--- src/rtl/arb_pkg.sv ---
// Shared types and constants for the instruction/data memory arbiter.
package arb_pkg;

  // Arbiter sequencing: wait for a request, run the access, pulse completion.
  typedef enum logic [1:0] {
    IDLE = 2'd0,
    BUSY = 2'd1,
    RESP = 2'd2
  } arb_state_e;

  // Which requester owns the transaction in flight.
  typedef enum logic {
    GNT_I = 1'b0,
    GNT_D = 1'b1
  } gnt_e;

  localparam int MEM_LATENCY_DEFAULT = 4;
  localparam int CNT_W               = 4;

endpackage

--- src/rtl/mem_arbiter_lat_counter.sv ---
// Access-latency down-counter: loaded at grant, counts down while the
// memory access runs, and flags when the final access cycle is reached.
module lat_counter
  import arb_pkg::*;
(
  input  logic             clk,
  input  logic             rst_n,
  input  logic             load_i,
  input  logic             dec_i,
  input  logic [CNT_W-1:0] load_val_i,
  output logic             zero_o
);

  logic [CNT_W-1:0] cnt_q;
  logic [CNT_W-1:0] cnt_d;

  // Load has priority; decrement saturates at zero.
  always_comb begin
    cnt_d = cnt_q;
    if (load_i) begin
      cnt_d = load_val_i;
    end else if (dec_i && (cnt_q != '0)) begin
      cnt_d = cnt_q - CNT_W'(1);
    end
  end

  // Counter register, cleared asynchronously so an abandoned access leaves no residue.
  always_ff @(posedge clk or negedge rst_n) begin
    if (!rst_n) begin
      cnt_q <= '0;
    end else begin
      cnt_q <= cnt_d;
    end
  end

  assign zero_o = (cnt_q == '0);

endmodule

--- src/rtl/mem_arbiter.sv ---
// Two-port arbiter sharing one fixed-latency memory between an instruction
// fetch port and a data port. One transaction at a time: grant in IDLE,
// MEM_LATENCY access cycles in BUSY, a single completion cycle in RESP.
// Handshake: a requester raises req and holds it until its valid pulses;
// the valid pulse lasts one cycle and rdata is meaningful while it is high.
module mem_arbiter
  import arb_pkg::*;
#(
  parameter int MEM_LATENCY = MEM_LATENCY_DEFAULT
) (
  input  logic        clk,
  input  logic        rst_n,
  input  logic        i_req,
  input  logic [15:0] i_addr,
  output logic [15:0] i_rdata,
  output logic        i_valid,
  input  logic        d_req,
  input  logic        d_wr,
  input  logic [15:0] d_addr,
  input  logic [15:0] d_wdata,
  output logic [15:0] d_rdata,
  output logic        d_valid,
  output logic        mem_en,
  output logic        mem_wr,
  output logic [15:0] mem_addr,
  output logic [15:0] mem_wdata,
  input  logic [15:0] mem_rdata,
  output logic        stall
);

  localparam logic [CNT_W-1:0] LOAD_VAL = CNT_W'(MEM_LATENCY - 1);

  arb_state_e  state_q;
  gnt_e        gnt_q;
  gnt_e        last_gnt_q;
  gnt_e        gnt_sel;
  logic        req_any;
  logic        cnt_load;
  logic        cnt_dec;
  logic        cnt_zero;
  logic        mem_en_q;
  logic        mem_wr_q;
  logic [15:0] mem_addr_q;
  logic [15:0] mem_wdata_q;
  logic [15:0] i_rdata_q;
  logic [15:0] d_rdata_q;
  logic        i_valid_q;
  logic        d_valid_q;

  // Data port wins unless both ask and data had the previous grant,
  // which keeps a continuously requesting data port from starving fetches.
  always_comb begin
    req_any = i_req | d_req;
    gnt_sel = GNT_I;
    if (d_req && !(i_req && (last_gnt_q == GNT_D))) begin
      gnt_sel = GNT_D;
    end
  end

  assign cnt_load = (state_q == IDLE) && req_any;
  assign cnt_dec  = (state_q == BUSY);

  lat_counter u_lat_counter (
    .clk        (clk),
    .rst_n      (rst_n),
    .load_i     (cnt_load),
    .dec_i      (cnt_dec),
    .load_val_i (LOAD_VAL),
    .zero_o     (cnt_zero)
  );

  // Arbiter FSM with registered memory-side and requester-side outputs.
  always_ff @(posedge clk or negedge rst_n) begin
    if (!rst_n) begin
      state_q     <= IDLE;
      gnt_q       <= GNT_I;
      last_gnt_q  <= GNT_I;
      mem_en_q    <= 1'b0;
      mem_wr_q    <= 1'b0;
      mem_addr_q  <= '0;
      mem_wdata_q <= '0;
      i_rdata_q   <= '0;
      d_rdata_q   <= '0;
      i_valid_q   <= 1'b0;
      d_valid_q   <= 1'b0;
    end else begin
      i_valid_q <= 1'b0;
      d_valid_q <= 1'b0;
      case (state_q)
        IDLE: begin
          if (req_any) begin
            state_q    <= BUSY;
            gnt_q      <= gnt_sel;
            last_gnt_q <= gnt_sel;
            mem_en_q   <= 1'b1;
            if (gnt_sel == GNT_D) begin
              mem_wr_q    <= d_wr;
              mem_addr_q  <= d_addr;
              mem_wdata_q <= d_wdata;
            end else begin
              mem_wr_q    <= 1'b0;
              mem_addr_q  <= i_addr;
              mem_wdata_q <= '0;
            end
          end
        end
        BUSY: begin
          // Final access cycle: memory read data is stable now.
          if (cnt_zero) begin
            state_q  <= RESP;
            mem_en_q <= 1'b0;
            mem_wr_q <= 1'b0;
            if (gnt_q == GNT_D) begin
              d_valid_q <= 1'b1;
              if (!mem_wr_q) begin
                d_rdata_q <= mem_rdata;
              end
            end else begin
              i_valid_q <= 1'b1;
              i_rdata_q <= mem_rdata;
            end
          end
        end
        RESP: begin
          state_q <= IDLE;
        end
        default: begin
          state_q <= IDLE;
        end
      endcase
    end
  end

  assign mem_en    = mem_en_q;
  assign mem_wr    = mem_wr_q;
  assign mem_addr  = mem_addr_q;
  assign mem_wdata = mem_wdata_q;
  assign i_rdata   = i_rdata_q;
  assign d_rdata   = d_rdata_q;
  assign i_valid   = i_valid_q;
  assign d_valid   = d_valid_q;

  // A requester is stalled from raising req until its completion pulse.
  assign stall = (i_req & ~i_valid_q) | (d_req & ~d_valid_q);

endmodule

--- config.mk ---
export PLATFORM = sky130hd
export DESIGN_NAME = mem_arbiter
export DESIGN_NICKNAME = d
export VERILOG_FILES = /design/src/rtl/arb_pkg.sv /design/src/rtl/mem_arbiter_lat_counter.sv /design/src/rtl/mem_arbiter.sv
export SDC_FILE = /design/constraint.sdc
export NUM_CORES = 1
export LEC_CHECK = 0
export CAP_MARGIN = 0
export CORE_UTILIZATION = 41
export DETAILED_ROUTE_END_ITERATION = 7
export PLACE_DENSITY_LB_ADDON = 0.05
export SYNTH_ARGS = -nofsm -noshare
export SYNTH_HDL_FRONTEND = slang
export SYNTH_SLANG_ARGS = --single-unit
--- constraint.sdc ---
create_clock -name clk -period 2.55 [get_ports clk]
set_input_delay 0.3825 -clock clk [delete_from_list [all_inputs] [get_ports clk]]
set_output_delay 0.3825 -clock clk [all_outputs]
set_load 0.01 [all_outputs]
==> impl_metrics.yaml, run 1 <==
timing:
  finalHoldViolations: 0
  slew_headroom: 0.395
  timing.final.crit_share: 0.828
  rsz0062_at_grt: "no"
  final-setup-viol-count: 0
  slew_viol_final: 0
  period_needed_ns: 2.11
  tns_ns: 0
  fmaxAchievable_mhz: 473
  skew_ns: 0.0115
  worst_pin_slew_ns: 0.908
placed_design:
  port_buffers: 137
  place.gp.congestion: 0.705
  dp.cells: 456
  dp_hpwl_mm: 4.95
drt:
  drt-met1-wl_mm: 3.01
  wl_met3_um: 588
  wire_per_inst_um: 14.8
  vias_per_cell: 4.94
  wl_mm: 6.97
  first_pass_iters: 4
  drt_iter0_markers: 123
  met2_length_mm: 3.28
  drc: 0
  ant_nets: 0
  dr.max_layer_used: "met4"
  via_count: 2326
die:
  die-height_um: 88.2
  die_width_um: 88.2
  start_util: 0.422
  ios: 138
  dieArea_um2: 7780
  rows: 31
  core_area_um2: 7210
synth:
  synth.distinct_cells: 31
  synth_area_leader_cell: "dfrtp_1"
  yosys_register_bits: 75
  syn_avg_cell_area_um2: 13.4
  yosys_warnings: 0
  synth_area_leaders: "dfrtp_1 (62%), mux2_2 (8.5%), o21ai_0 (5.9%)"
  netlist_instances: 227
  synth-seq-area-share: 0.616
  synthesis.area_um2: 3050
  synth.top_cell.area_share: 0.616
  syn-num-nets: 298
critical_path:
  cp_max_fo: 4
  path_cells: "clkdlybuf4s50_1 -> inv_1 -> o22ai_1 -> clkdlybuf4s50_1"
  cp_slowest_stage_delay_ns: 0.57
  worstPathArrival_ns: 1.73
  critical_path_class: "input port to output port"
  startpoint_type: "input port"
  worstPathRequired_ns: 2.17
  critPathSlowestCell: "clkdlybuf4s50_1"
  critical_path.top_delay_family: "buffers and inverters"
  cpMostUsedCell: "clkdlybuf4s50_1"
  crit_path_end_kind: "output port"
  crit_buf_inv: 3
global_routing:
  grt_first_pass_wirelength_mm: 11.0
  grt_usage: 0.186
  grt_start_max_net_pins: 76
  grt-ovfl-total: 0
  grt_pass1_vias: 2355
  antenna_found_initial: 0
clock_tree:
  path_clk_slew_ns: 0.08
  clock_latency_ns: 0.34
  cts_buffers: 9
  cts_sinks: 75
  post_cts_buffers: 0
  cts_tree: "yes"
  hold_buffers: 0
  cts-resized-gates: 0
  cts_buffer_depth: 2
  cts-root-buf: "clkbuf_8"
  htree_levels: 3
final_layout:
  layout-drive-gt1-share: 0.137
  mostFrequentLayoutCells: "clkdlybuf4s50_1 (136), dfrtp_1 (75), o21ai_0 (36)"
  diodes: 0
  num-fill-cells: 595
  syn_to_final_growth_pct: 55.3
  nets: 439
  fin_cells: 471
  final_common_cell: "clkdlybuf4s50_1"
hold_path:
  min_path_type: "input port to asynchronous set/reset pin"
power:
  peakVddDrop_mv: 0.616
  p_leak_nw: 2.05
  power_density_nw_per_um2: 1110
status:
  status: "finished clean"
job:
  cap_viol_max_count: 0
==> final cells by class <==
class / instances / area, um2 / area share
clock inverter: 4 / 50.0 / 0.0106
clock buffer: 11 / 151 / 0.0320
tap: 99 / 124 / 0.0262
multi-input combinational: 132 / 1090 / 0.230
inverter: 7 / 26.3 / 0.00556
timing repair buffer: 143 / 1410 / 0.299
sequential: 75 / 1880 / 0.397
==> registers in the layout, indices dropped and copies added, names as in the netlist <==
name,flops
d_rdata,16
d_valid,1
i_rdata,16
i_valid,1
last_gnt_q,1
mem_addr,16
mem_en,1
mem_wdata,16
mem_wr,1
state_q,2
u_lat_counter.cnt_q,4
==> Yosys cell counts, drive strengths merged <==
library cell	count
nor3b	1
and3	2
mux2i	16
dfrtp	75
o21ai	37
nand4	1
ha	2
nand2	1
inv	7
or3b	1
nand2b	2
nor3	3
nand4b	1
a22o	16
and2	1
clkbuf	6
a32o	1
o22ai	1
mux2	32
nor2b	1
buf	7
a21boi	1
a2111o	1
or2	1
nor2	3
a21oi	4
a21o	3
==> worst paths after layout <==
check | startpoint | end | slack, ns | cells after the start
hold / removal | rst_n | d_rdata[13] | 0.17 | 1
setup / recovery | i_req | stall | 0.44 | 4
hold reg to reg | i_rdata[13] | i_rdata[13] | 0.49 | 1
max in group asynchronous | rst_n | mem_addr[1] | 1.79 | 1
setup reg to reg | u_lat_counter.cnt_q[0] | i_rdata[3] | 0.53 | 6
min in group clk | i_rdata[13] | i_rdata[13] | 0.49 | 1
==> routing by layer <==
layer,global-route usage,vias to the layer above
met5,0,-
met4,0.0689,0
met3,0.0669,9
met2,0.300,80
met1,0.230,1139
li1,-,1098
==> cell families (layout without fill, tap and decap cells) <==
kind of cell	count (synthesis)	in the layout	synth area share
AO/OA/AOI/OAI	64	64	0.132
adder cells (fa/ha/maj)	2	2	0.00822
buffers and inverters	20	165	0.0296
flip-flops	75	75	0.616
multiplexers	48	48	0.171
AND/OR/NAND/NOR	18	18	0.0427
==> stage by stage <==
| step | setup WS [ns] | hold WS [ns] | utilization | cell area, um2 | power (mW) |
|---|---|---|---|---|---|
| CTS | 0.426 | 0.217 | 0.655 | 4730 | 5.31 |
| global placement | 0.439 | 0.468 | 0.627 | 4530 | 4.33 |
| floorplan | 0.600 | 0.0869 | - | 3050 | 3.06 |
| detailed placement | 0.424 | 0.478 | 0.627 | 4530 | 4.38 |
| global route | 0.370 | 0.240 | 0.655 | 4730 | 5.60 |
| finish | 0.438 | 0.174 | 0.655 | 4730 | 5.25 |
==> power by group <==
part	switching (mW)	internal, mW
Sequential	0.283	1.72
Combinational	0.948	1.38
Clock	0.418	0.498
Total	1.65	3.61
Power figures use the tool's default switching activity.
==> run 2: changes to the inputs <==
Clock period 2.55 ns to 2.1 ns, I/O delays scaled along.
==> run 2 against run 1 <==
Compared with the run above: sequential share of layout area decreased by 0.87 points; sequential power increased by 22%; wire length down 1.0%; combinational power is 23% higher; non-clock buffer count is 4 higher; hold slack better by 0.30 ns; die area is the same; clock skew is 0.0050 ns lower; worst setup slack worse by 0.29 ns; cell area up 2.2%; critical path type is now flop to flop; critical endpoint is now i_rdata[4].
==> impl_metrics.yaml, run 2 (synthesis gave the netlist of run 1 again) <==
final_layout:
  mostFrequentLayoutCells: "clkdlybuf4s50_1 (136), dfrtp_1 (75), o21ai_0 (36)"
  layout-drive-gt1-share: 0.143
  nets: 443
  diodes: 0
  final_common_cell: "clkdlybuf4s50_1"
  syn_to_final_growth_pct: 58.8
  design_area_um2: 4830
placed_design:
  place_area_um2: 4570
  port_buffers: 137
  place.gp.congestion: 0.726
  dp_hpwl_mm: 4.97
critical_path:
  critical_path.top_delay_family: "simple AND/OR/NAND/NOR gates"
  critPathSlowestCell: "or3b_4"
  crit_path_end_kind: "flop"
  crit_buf_inv: 2
  cp_max_fo: 17
  startpoint_type: "flop"
  worstPathRequired_ns: 2.33
  cp_slowest_stage_delay_ns: 0.43
  worstPathArrival_ns: 2.18
  path_cells: "inv_1 -> ha_1 -> or3b_4 -> nor3_4 -> buf_12 -> mux2_2"
  critical_path_class: "flop to flop"
drt:
  ant_nets: 0
  first_pass_iters: 4
  vias_per_cell: 4.94
  wire_per_inst_um: 14.5
  wl_met3_um: 503
  dr.max_layer_used: "met4"
  drt-met1-wl_mm: 3.01
  met2_length_mm: 3.27
  drc: 0
  wl_mm: 6.90
  via_count: 2351
  drt_iter0_markers: 83
timing:
  worst_pin_slew_ns: 0.631
  tns_ns: 0
  timing.final.crit_share: 0.929
  fmaxAchievable_mhz: 513
  rsz0062_at_grt: "no"
  period_needed_ns: 1.95
  slew_headroom: 0.579
  finalHoldViolations: 0
  final-setup-viol-count: 0
  slew_viol_final: 0
  skew_ns: 0.00644
job:
  cap_viol_max_count: 0
die:
  die-height_um: 88.2
  ios: 138
  die_width_um: 88.2
  rows: 31
  core_area_um2: 7210
  start_util: 0.422
  dieArea_um2: 7780
hold_path:
  min_path_type: "input port to asynchronous set/reset pin"
global_routing:
  grt_start_max_net_pins: 39
  grt_pass1_vias: 2247
  grt-ovfl-total: 0
  grt_usage: 0.186
  grt_first_pass_wirelength_mm: 10.9
  antenna_found_initial: 0
clock_tree:
  path_clk_slew_ns: 0.07
  cts_sinks: 75
  htree_levels: 3
  post_cts_buffers: 0
  clock_latency_ns: 0.34
  cts-root-buf: "clkbuf_8"
  cts_buffers: 9
  cts_tree: "yes"
  cts_buffer_depth: 2
power:
  p_total_mw: 6.64
  power_density_nw_per_um2: 1370
  p_leak_nw: 2.11
  peakVddDrop_mv: 0.944
status:
  status: "finished clean"
[run 2: repair_timing]
item                                    CTS  global route
hold endpoints to repair                 37             0
gates resized for setup                   0             1
endpoints found under the setup margin    0            16
hold buffers                              1             0
[run 2: final cells by class]
class	instances	area (um2)
clock buffer	11	141
timing repair buffer	147	1470
tap	99	124
clock inverter	5	100
inverter	7	26.3
fill	588	2380
multi-input combinational	132	1090
sequential	75	1880
[run 2: routing by layer]
layer | vias to the layer above | track usage
met4 | 0 | 0.0821
li1 | 1110 | -
met3 | 8 | 0.0584
met2 | 77 | 0.294
met1 | 1156 | 0.234
met5 | - | 0
[run 2: path summary, 6_finish.rpt]
| kind | slack, ns | endpoint | cells after the start | start |
|---|---|---|---|---|
| max in group asynchronous | 1.05 | mem_wdata[2] | 3 | rst_n |
| setup / recovery | 0.15 | i_rdata[4] | 6 | u_lat_counter.cnt_q[0] |
| min in group clk | 0.49 | mem_en | 1 | mem_en |
| hold reg to reg | 0.49 | mem_en | 1 | mem_en |
| hold / removal | 0.48 | i_rdata[11] | 2 | rst_n |
| setup reg to reg | 0.15 | i_rdata[4] | 6 | u_lat_counter.cnt_q[0] |
[run 2: per-stage QoR]
step | hold slack [ns] | setup slack, ns | util | cells
finish | 0.478 | 0.150 | 0.670 | 476
global route | 0.511 | 0.0551 | 0.670 | 476
CTS | 0.488 | 0.0218 | 0.669 | 476
detailed placement | 0.313 | 0.0336 | 0.634 | 459
global placement | 0.318 | 0.116 | 0.634 | 459
floorplan | 0.0194 | 0.150 | - | 227
[run 2: report_power, final]
part | internal, mW | switching [mW]
clock | 0.819 | 0.503
combinational | 1.71 | 1.16
sequential | 2.09 | 0.353
total | 4.63 | 2.02
